## src/rtl/axis_stream_fifo.sv

```systemverilog
// axis_stream_fifo
// Elastic AXI-Stream FIFO that sits between the DMA engine and the accelerator.
// Every beat carries its payload together with its tlast marker. The block also
// exports occupancy and frame counts and a frame-completion pulse for the DMA
// status registers. The read side is first-word-fall-through.
//
// Ports
//   wb_clk_i   : sole clock, all logic rising-edge
//   wb_rst_i   : asynchronous active-high reset
//   flush      : synchronous clear of all stored beats
//   s_tvalid / s_tdata / s_tlast / s_tready : upstream AXI-Stream slave side
//   m_tvalid / m_tdata / m_tlast / m_tready : downstream AXI-Stream master side
//   level      : number of entries currently stored (0..DEPTH)
//   frame_cnt  : number of stored entries whose tlast is set
//   pkt_done   : one-cycle pulse in the cycle after a tlast beat leaves
//
// DEPTH must be a power of two so the pointers can wrap by plain overflow.

module axis_stream_fifo #(
   parameter int DATA_W = 32,
   parameter int DEPTH  = 8,
   parameter int CW     = $clog2(DEPTH) + 1
) (
   input  logic              wb_clk_i,
   input  logic              wb_rst_i,
   input  logic              flush,
   input  logic              s_tvalid,
   input  logic [DATA_W-1:0] s_tdata,
   input  logic              s_tlast,
   output logic              s_tready,
   output logic              m_tvalid,
   output logic [DATA_W-1:0] m_tdata,
   output logic              m_tlast,
   input  logic              m_tready,
   output logic [CW-1:0]     level,
   output logic [CW-1:0]     frame_cnt,
   output logic              pkt_done
);

   localparam int            AW         = $clog2(DEPTH);
   localparam logic [CW-1:0] FULL_LEVEL = CW'(DEPTH);

   // Each entry stores {tlast, data}.
   logic [DATA_W:0] mem [DEPTH];

   logic [AW-1:0] wr_ptr;
   logic [AW-1:0] rd_ptr;
   logic          full;
   logic          empty;
   logic          push;
   logic          pop;
   logic          push_last;
   logic          pop_last;
   logic [CW-1:0] level_next;
   logic [CW-1:0] frame_cnt_next;

   // Handshake qualification. s_tready is built only from registered state and
   // flush, so a pop in the same cycle never opens the input when full; this
   // keeps the ready path free of any combinational loop through m_tready.
   // flush closes both handshakes so nothing moves in a flush cycle.
   assign full      = (level == FULL_LEVEL);
   assign empty     = (level == '0);
   assign s_tready  = ~full & ~flush;
   assign m_tvalid  = ~empty;
   assign push      = s_tvalid & s_tready;
   assign pop       = m_tvalid & m_tready & ~flush;
   assign push_last = push & s_tlast;
   assign pop_last  = pop & m_tlast;

   // First-word-fall-through: the head entry is always presented. When empty
   // this is stale array contents and m_tvalid is low.
   assign {m_tlast, m_tdata} = mem[rd_ptr];

   // Storage array. It is cleared on reset so the outputs come up as zero,
   // but flush only moves the pointers and leaves old contents behind.
   always_ff @(posedge wb_clk_i or posedge wb_rst_i) begin
      if (wb_rst_i) begin
         for (int i = 0; i < DEPTH; i++) begin
            mem[i] <= '0;
         end
      end else if (push) begin
         mem[wr_ptr] <= {s_tlast, s_tdata};
      end
   end

   // Read and write pointers. Both wrap modulo DEPTH by natural overflow,
   // which is why DEPTH has to be a power of two.
   always_ff @(posedge wb_clk_i or posedge wb_rst_i) begin
      if (wb_rst_i) begin
         wr_ptr <= '0;
         rd_ptr <= '0;
      end else if (flush) begin
         wr_ptr <= '0;
         rd_ptr <= '0;
      end else begin
         if (push) begin
            wr_ptr <= wr_ptr + 1'b1;
         end
         if (pop) begin
            rd_ptr <= rd_ptr + 1'b1;
         end
      end
   end

   // Next occupancy and next frame count. A simultaneous push and pop leaves
   // the count where it is. The frame count follows the tlast bits of the
   // beats entering and leaving.
   always_comb begin
      level_next     = level;
      frame_cnt_next = frame_cnt;
      case ({push, pop})
         2'b10:   level_next = level + 1'b1;
         2'b01:   level_next = level - 1'b1;
         default: level_next = level;
      endcase
      case ({push_last, pop_last})
         2'b10:   frame_cnt_next = frame_cnt + 1'b1;
         2'b01:   frame_cnt_next = frame_cnt - 1'b1;
         default: frame_cnt_next = frame_cnt;
      endcase
   end

   // Occupancy and frame-count registers. flush clears both in one edge.
   always_ff @(posedge wb_clk_i or posedge wb_rst_i) begin
      if (wb_rst_i) begin
         level     <= '0;
         frame_cnt <= '0;
      end else if (flush) begin
         level     <= '0;
         frame_cnt <= '0;
      end else begin
         level     <= level_next;
         frame_cnt <= frame_cnt_next;
      end
   end

   // Frame-completion pulse. It is registered, so it appears in the cycle
   // after the tlast beat is taken. flush suppresses it.
   always_ff @(posedge wb_clk_i or posedge wb_rst_i) begin
      if (wb_rst_i) begin
         pkt_done <= 1'b0;
      end else if (flush) begin
         pkt_done <= 1'b0;
      end else begin
         pkt_done <= pop_last;
      end
   end

   // Simulation-time sanity checks. Overflow and underflow cannot happen by
   // construction, so any hit here points at a broken handshake. The head
   // entry must hold steady while it is valid and stalled.
   a_no_push_full: assert property (@(posedge wb_clk_i) disable iff (wb_rst_i)
      !(push && full));
   a_no_pop_empty: assert property (@(posedge wb_clk_i) disable iff (wb_rst_i)
      !(pop && empty));
   a_level_bound: assert property (@(posedge wb_clk_i) disable iff (wb_rst_i)
      (level <= FULL_LEVEL) && (frame_cnt <= level));
   a_hold_stable: assert property (@(posedge wb_clk_i) disable iff (wb_rst_i)
      (m_tvalid && !m_tready && !flush) |=> $stable({m_tlast, m_tdata}));

endmodule

```

## config.mk

```make
export PLATFORM = sky130hd
export DESIGN_NAME = axis_stream_fifo
export DESIGN_NICKNAME = d
export VERILOG_FILES = /design/src/rtl/axis_stream_fifo.sv
export SDC_FILE = /design/constraint.sdc
export NUM_CORES = 1
export LEC_CHECK = 0
export ABC_CLOCK_PERIOD_IN_PS = 22000
export BUFFER_PORTS_ARGS = -buffer_cell sky130_fd_sc_hd__clkbuf_2
export CORE_UTILIZATION = 62
export DETAILED_ROUTE_END_ITERATION = 8
export HOLD_SLACK_MARGIN = 0.03
export PLACE_DENSITY_LB_ADDON = 0.1
export SYNTH_ARGS = -nofsm -noshare
export SYNTH_HDL_FRONTEND = slang
export SYNTH_SLANG_ARGS = --single-unit
```

## constraint.sdc

```tcl
create_clock -name wb_clk_i -period 22 [get_ports wb_clk_i]
set_input_delay 0 -clock wb_clk_i [delete_from_list [all_inputs] [get_ports wb_clk_i]]
set_output_delay 0 -clock wb_clk_i [all_outputs]
set_load 0.05 [all_outputs]
```

==> metrics.md <==
| Metric | Value |
|---|---|
| Run status | `complete, no violations` |
| Number of port buffers | `81` |
| Die area | `21,300 um2` |
| Number of placement rows | `52` |
| Number of antenna violations at the first check in global routing | `0` |
| Mean area per synthesized cell | `16.4 um2` |
| Power per unit of standard cell area | `122 nW/um2` |
| DRC marker count from the first detailed-route iteration | `317` |
| Detailed Routing Iterations Pass 1 | `6` |
| Wirelength per Cell | `22.2 um` |
| Initial Util | `63.4%` |
| Floorplan core area | `20,300 um2` |
| Number of filler cells placed in the layout | `1,319` |
| Unique masters post-synth | `47` |
| Sequence of cells on the critical path | `buf_4 > mux4_2 > mux2_2 > clkbuf_2` |
| Area share of the leading cell type in the synthesized netlist | `54.3%` |
| Diodes inserted | `0` |
| Endpoint of the most critical register-to-register path | `level[3]$_DFFE_PP0P_` |
| Routability Congestion | `0.830` |
| Die H | `146 um` |
| Post-DP HPWL | `15,400 um` |
| Req. time, crit path | `22.00 ns` |
| Clock Path Buffers | `3` |
| Mapped Nets | `829` |
| CTS buffer count | `29` |
| Number of buffers inserted to repair setup after CTS | `0` |
| Cells on worst reg2reg path | `9` |
| Width of the die | `146 um` |
| Worst slew slack as a fraction of its limit | `28.9%` |
| Clock transition at the registers of the reported paths | `0.06 ns` |
| Via-per-instance ratio | `6.11` |
| Time the worst path needs with I/O delays and setup | `3.23 ns` |
| Launch instance of the worst register-to-register path | `level[0]$_DFFE_PP0P_` |
| Clock tree from TritonCTS | `done` |
| Achievable frequency | `310 MHz` |
| Ratio of cells with drive above 1 in the final layout | `49.8%` |
| Final routed wirelength across all metal layers | `26,300 um` |
| Deepest level of the CTS H-tree | `1` |
| Global-route congestion overflow total | `0` |
| Arrival @ worst endpoint | `3.23 ns` |
| Endpoints failing hold | `0` |
| FF+latch count, synth | `279` |
| Setup slack, reg-to-reg | `18.80 ns` |
| Maximum number of pins on one net before global-route repair | `125` |
| First-pass GRT wire length | `44,100 um` |
| Via count | `7,230` |
| Number of instances in the synthesized netlist | `783` |
| Type of the most critical hold path | `in -> async` |
| All-Layer GR Usage | `26.4%` |
| Final count of negative-setup-slack endpoints | `0` |
| Post-synth EDFFs | `0` |
| Pins Over Slew Limit | `0` |
| Root Buffer Master | `sky130_fd_sc_hd__clkbuf_16` |
| Synthesis-to-finish area growth | `14.3%` |
| Boundary Pins | `82` |
| Final-layout setup total negative slack | `0 ns` |
| Cts hold-fix bufs | `37` |
| Residual DRC | `0` |
| Top FF cell, synth | `sky130_fd_sc_hd__dfrtp_1` |
| Leading post-synthesis cells by cell area | `sky130_fd_sc_hd__dfrtp_1 (54%), sky130_fd_sc_hd__mux2_2 (20%), sky130_fd_sc_hd__mux4_2 (11%)` |
| Synth async-reset ratio | `100%` |
| Maximum clock skew at final layout | `0.0124 ns` |
| Post-synth top area cell | `sky130_fd_sc_hd__dfrtp_1` |
| Slowest stage cell on the critical path | `sky130_fd_sc_hd__buf_4` |
| Number of instances resized during post-cts repair | `0` |
| Maximum resistive drop on vdd | `0.000100 V` |
| Setup repair after global routing missed its margin | `no` |
| Setup crit start kind | `flop` |
| Sequential share of the synthesized area | `54.3%` |
| Nets | `941` |
| Area of the multi-input gates | `5580 um2` |
| Post-route ant nets | `0` |
| Reported leakage power | `6.92 nW` |
| Latest clock arrival within the worst-skew pair | `0.53 ns` |
| Transition time at the pin with the least slew margin | `1.07 ns` |
| Type of the worst setup path | `reg -> out` |
| Number of max-cap violations | `0` |
| Warning count from the yosys run | `0` |
| Final core area utilization | `72.4%` |
| Crit path largest cell delay | `0.84 ns` |
| Total number of clock tree sinks | `279` |
| FF/Latch Area | `6990 um2` |
| Setup crit end kind | `primary output` |
| CP Max Fanout | `55` |
| Share of the clock period used by the worst path | `14.7%` |
| Summed instance area of the synthesized netlist | `12,900 um2` |
| Via count of the first global-routing pass | `8,321` |
## worst max-delay path: cells and delay by family (launching register included)
kind | cells | cell delay (ns)
multiplexers | 2 | 0.91
flip-flops | 1 | 0.61
buffers and inverters | 2 | 1.08
## routing by layer
metal	global-route usage [%]	vias to the layer above	part of all wire, %
met1	35.5	3873	43
met2	46.0	169	51
met3	3.41	45	4.0
met5	0	-	0
met4	6.72	0	2.0
li1	-	3143	-
## flip-flops by register name, summed over array words and instances, names as in the netlist
name	cells
frame_cnt	4
rd_ptr	3
wr_ptr	3
pkt_done	1
level	4
mem	264
## cell families (layout without fill, tap and decap cells)
| group | Yosys count | after routing | synth area share (%) |
|---|---|---|---|
| muxes | 368 | 368 | 37.9 |
| DFF | 279 | 279 | 54.3 |
| buffers and inverters | 54 | 185 | 2.41 |
| and+or+nand+nor | 49 | 49 | 2.75 |
| AOI/OAI and AO/OA | 15 | 15 | 0.856 |
| xor gates and xnor gates | 10 | 10 | 0.847 |
| adders and majority gates | 8 | 8 | 0.895 |
## synth_stat cells, types with 3 or more instances
| cell type | instances |
|---|---|
| sky130_fd_sc_hd__a21oi_1 | 3 |
| sky130_fd_sc_hd__and2_1 | 3 |
| sky130_fd_sc_hd__buf_1 | 3 |
| sky130_fd_sc_hd__buf_2 | 20 |
| sky130_fd_sc_hd__buf_4 | 12 |
| sky130_fd_sc_hd__buf_6 | 5 |
| sky130_fd_sc_hd__clkbuf_1 | 9 |
| sky130_fd_sc_hd__dfrtp_1 | 279 |
| sky130_fd_sc_hd__ha_1 | 6 |
| sky130_fd_sc_hd__inv_1 | 5 |
| sky130_fd_sc_hd__mux2_1 | 65 |
| sky130_fd_sc_hd__mux2_2 | 233 |
| sky130_fd_sc_hd__mux2i_1 | 3 |
| sky130_fd_sc_hd__mux4_2 | 65 |
| sky130_fd_sc_hd__nand2_1 | 11 |
| sky130_fd_sc_hd__nand3_1 | 3 |
| sky130_fd_sc_hd__nor2_1 | 10 |
| sky130_fd_sc_hd__nor3_1 | 3 |
| sky130_fd_sc_hd__o21ai_0 | 4 |
| sky130_fd_sc_hd__xnor2_1 | 5 |
| sky130_fd_sc_hd__xor2_1 | 3 |
## area by class of cell
class                      count  area share [%]
tap                          270            2.30
clock buffer                  44            5.86
multi-input combinational    450            38.0
timing repair buffer         130            5.89
sequential                   279            47.5
inverter                       5           0.179
clock inverter                 6           0.247
## through the flow
step                setup WS [ns]  total power, mW  area (um2)  std cells  hold WS (ns)
floorplan                   14.31             1.20       12900        783         0.132
global placement            19.08             1.30       13400       1097         0.199
detailed placement          18.83             1.34       13400       1097         0.219
CTS                         18.70             1.81       14700       1184         0.220
global route                18.59             1.87       14700       1184         0.221
finish                      18.77             1.79       14700       1184         0.126
## placed cells by master, fill, tap and decap left out, types with 3 or more instances in the layout
master and instances:
sky130_fd_sc_hd__dfrtp_1 276, sky130_fd_sc_hd__mux2_2 233, sky130_fd_sc_hd__clkbuf_2 81, sky130_fd_sc_hd__mux2_1 65, sky130_fd_sc_hd__mux4_2 65, sky130_fd_sc_hd__dlygate4sd3_1 37
sky130_fd_sc_hd__clkbuf_16 29, sky130_fd_sc_hd__buf_4 12, sky130_fd_sc_hd__nand2_1 11, sky130_fd_sc_hd__nor2_1 10, sky130_fd_sc_hd__clkbuf_8 8, sky130_fd_sc_hd__clkbuf_1 7
sky130_fd_sc_hd__ha_1 6, sky130_fd_sc_hd__xnor2_1 5, sky130_fd_sc_hd__clkinv_2 5, sky130_fd_sc_hd__inv_1 4, sky130_fd_sc_hd__o21ai_0 4, sky130_fd_sc_hd__nor3_1 3
sky130_fd_sc_hd__and2_1 3, sky130_fd_sc_hd__nand3_1 3, sky130_fd_sc_hd__a21oi_1 3, sky130_fd_sc_hd__xor2_1 3, sky130_fd_sc_hd__mux2i_1 3
## how the worst max path moves through the flow
| stage | from | endpoint | slack (ns) | cells past startpoint |
|---|---|---|---|---|
| floorplan | wb_rst_i | frame_cnt[0]$_DFFE_PP0P_ | 14.31 | 1 |
| global placement | level[0]$_DFFE_PP0P_ | level[3]$_DFFE_PP0P_ | 19.08 | 9 |
| detailed placement | level[0]$_DFFE_PP0P_ | level[3]$_DFFE_PP0P_ | 18.83 | 9 |
| CTS | rd_ptr[0]$_DFFE_PP0P_ | m_tdata[31] | 18.70 | 4 |
| global route | rd_ptr[0]$_DFFE_PP0P_ | m_tdata[27] | 18.59 | 4 |
| finish | rd_ptr[0]$_DFFE_PP0P_ | m_tdata[25] | 18.77 | 4 |
## where the power goes
group | leakage, nW | internal [mW] | switching (mW) | total (mW)
combinational | 2.78 | 0.256 | 0.342 | 0.598
sequential | 3.69 | 0.648 | 0.0842 | 0.732
clock | 0.449 | 0.268 | 0.191 | 0.459
(Power assumes the default switching activity.)
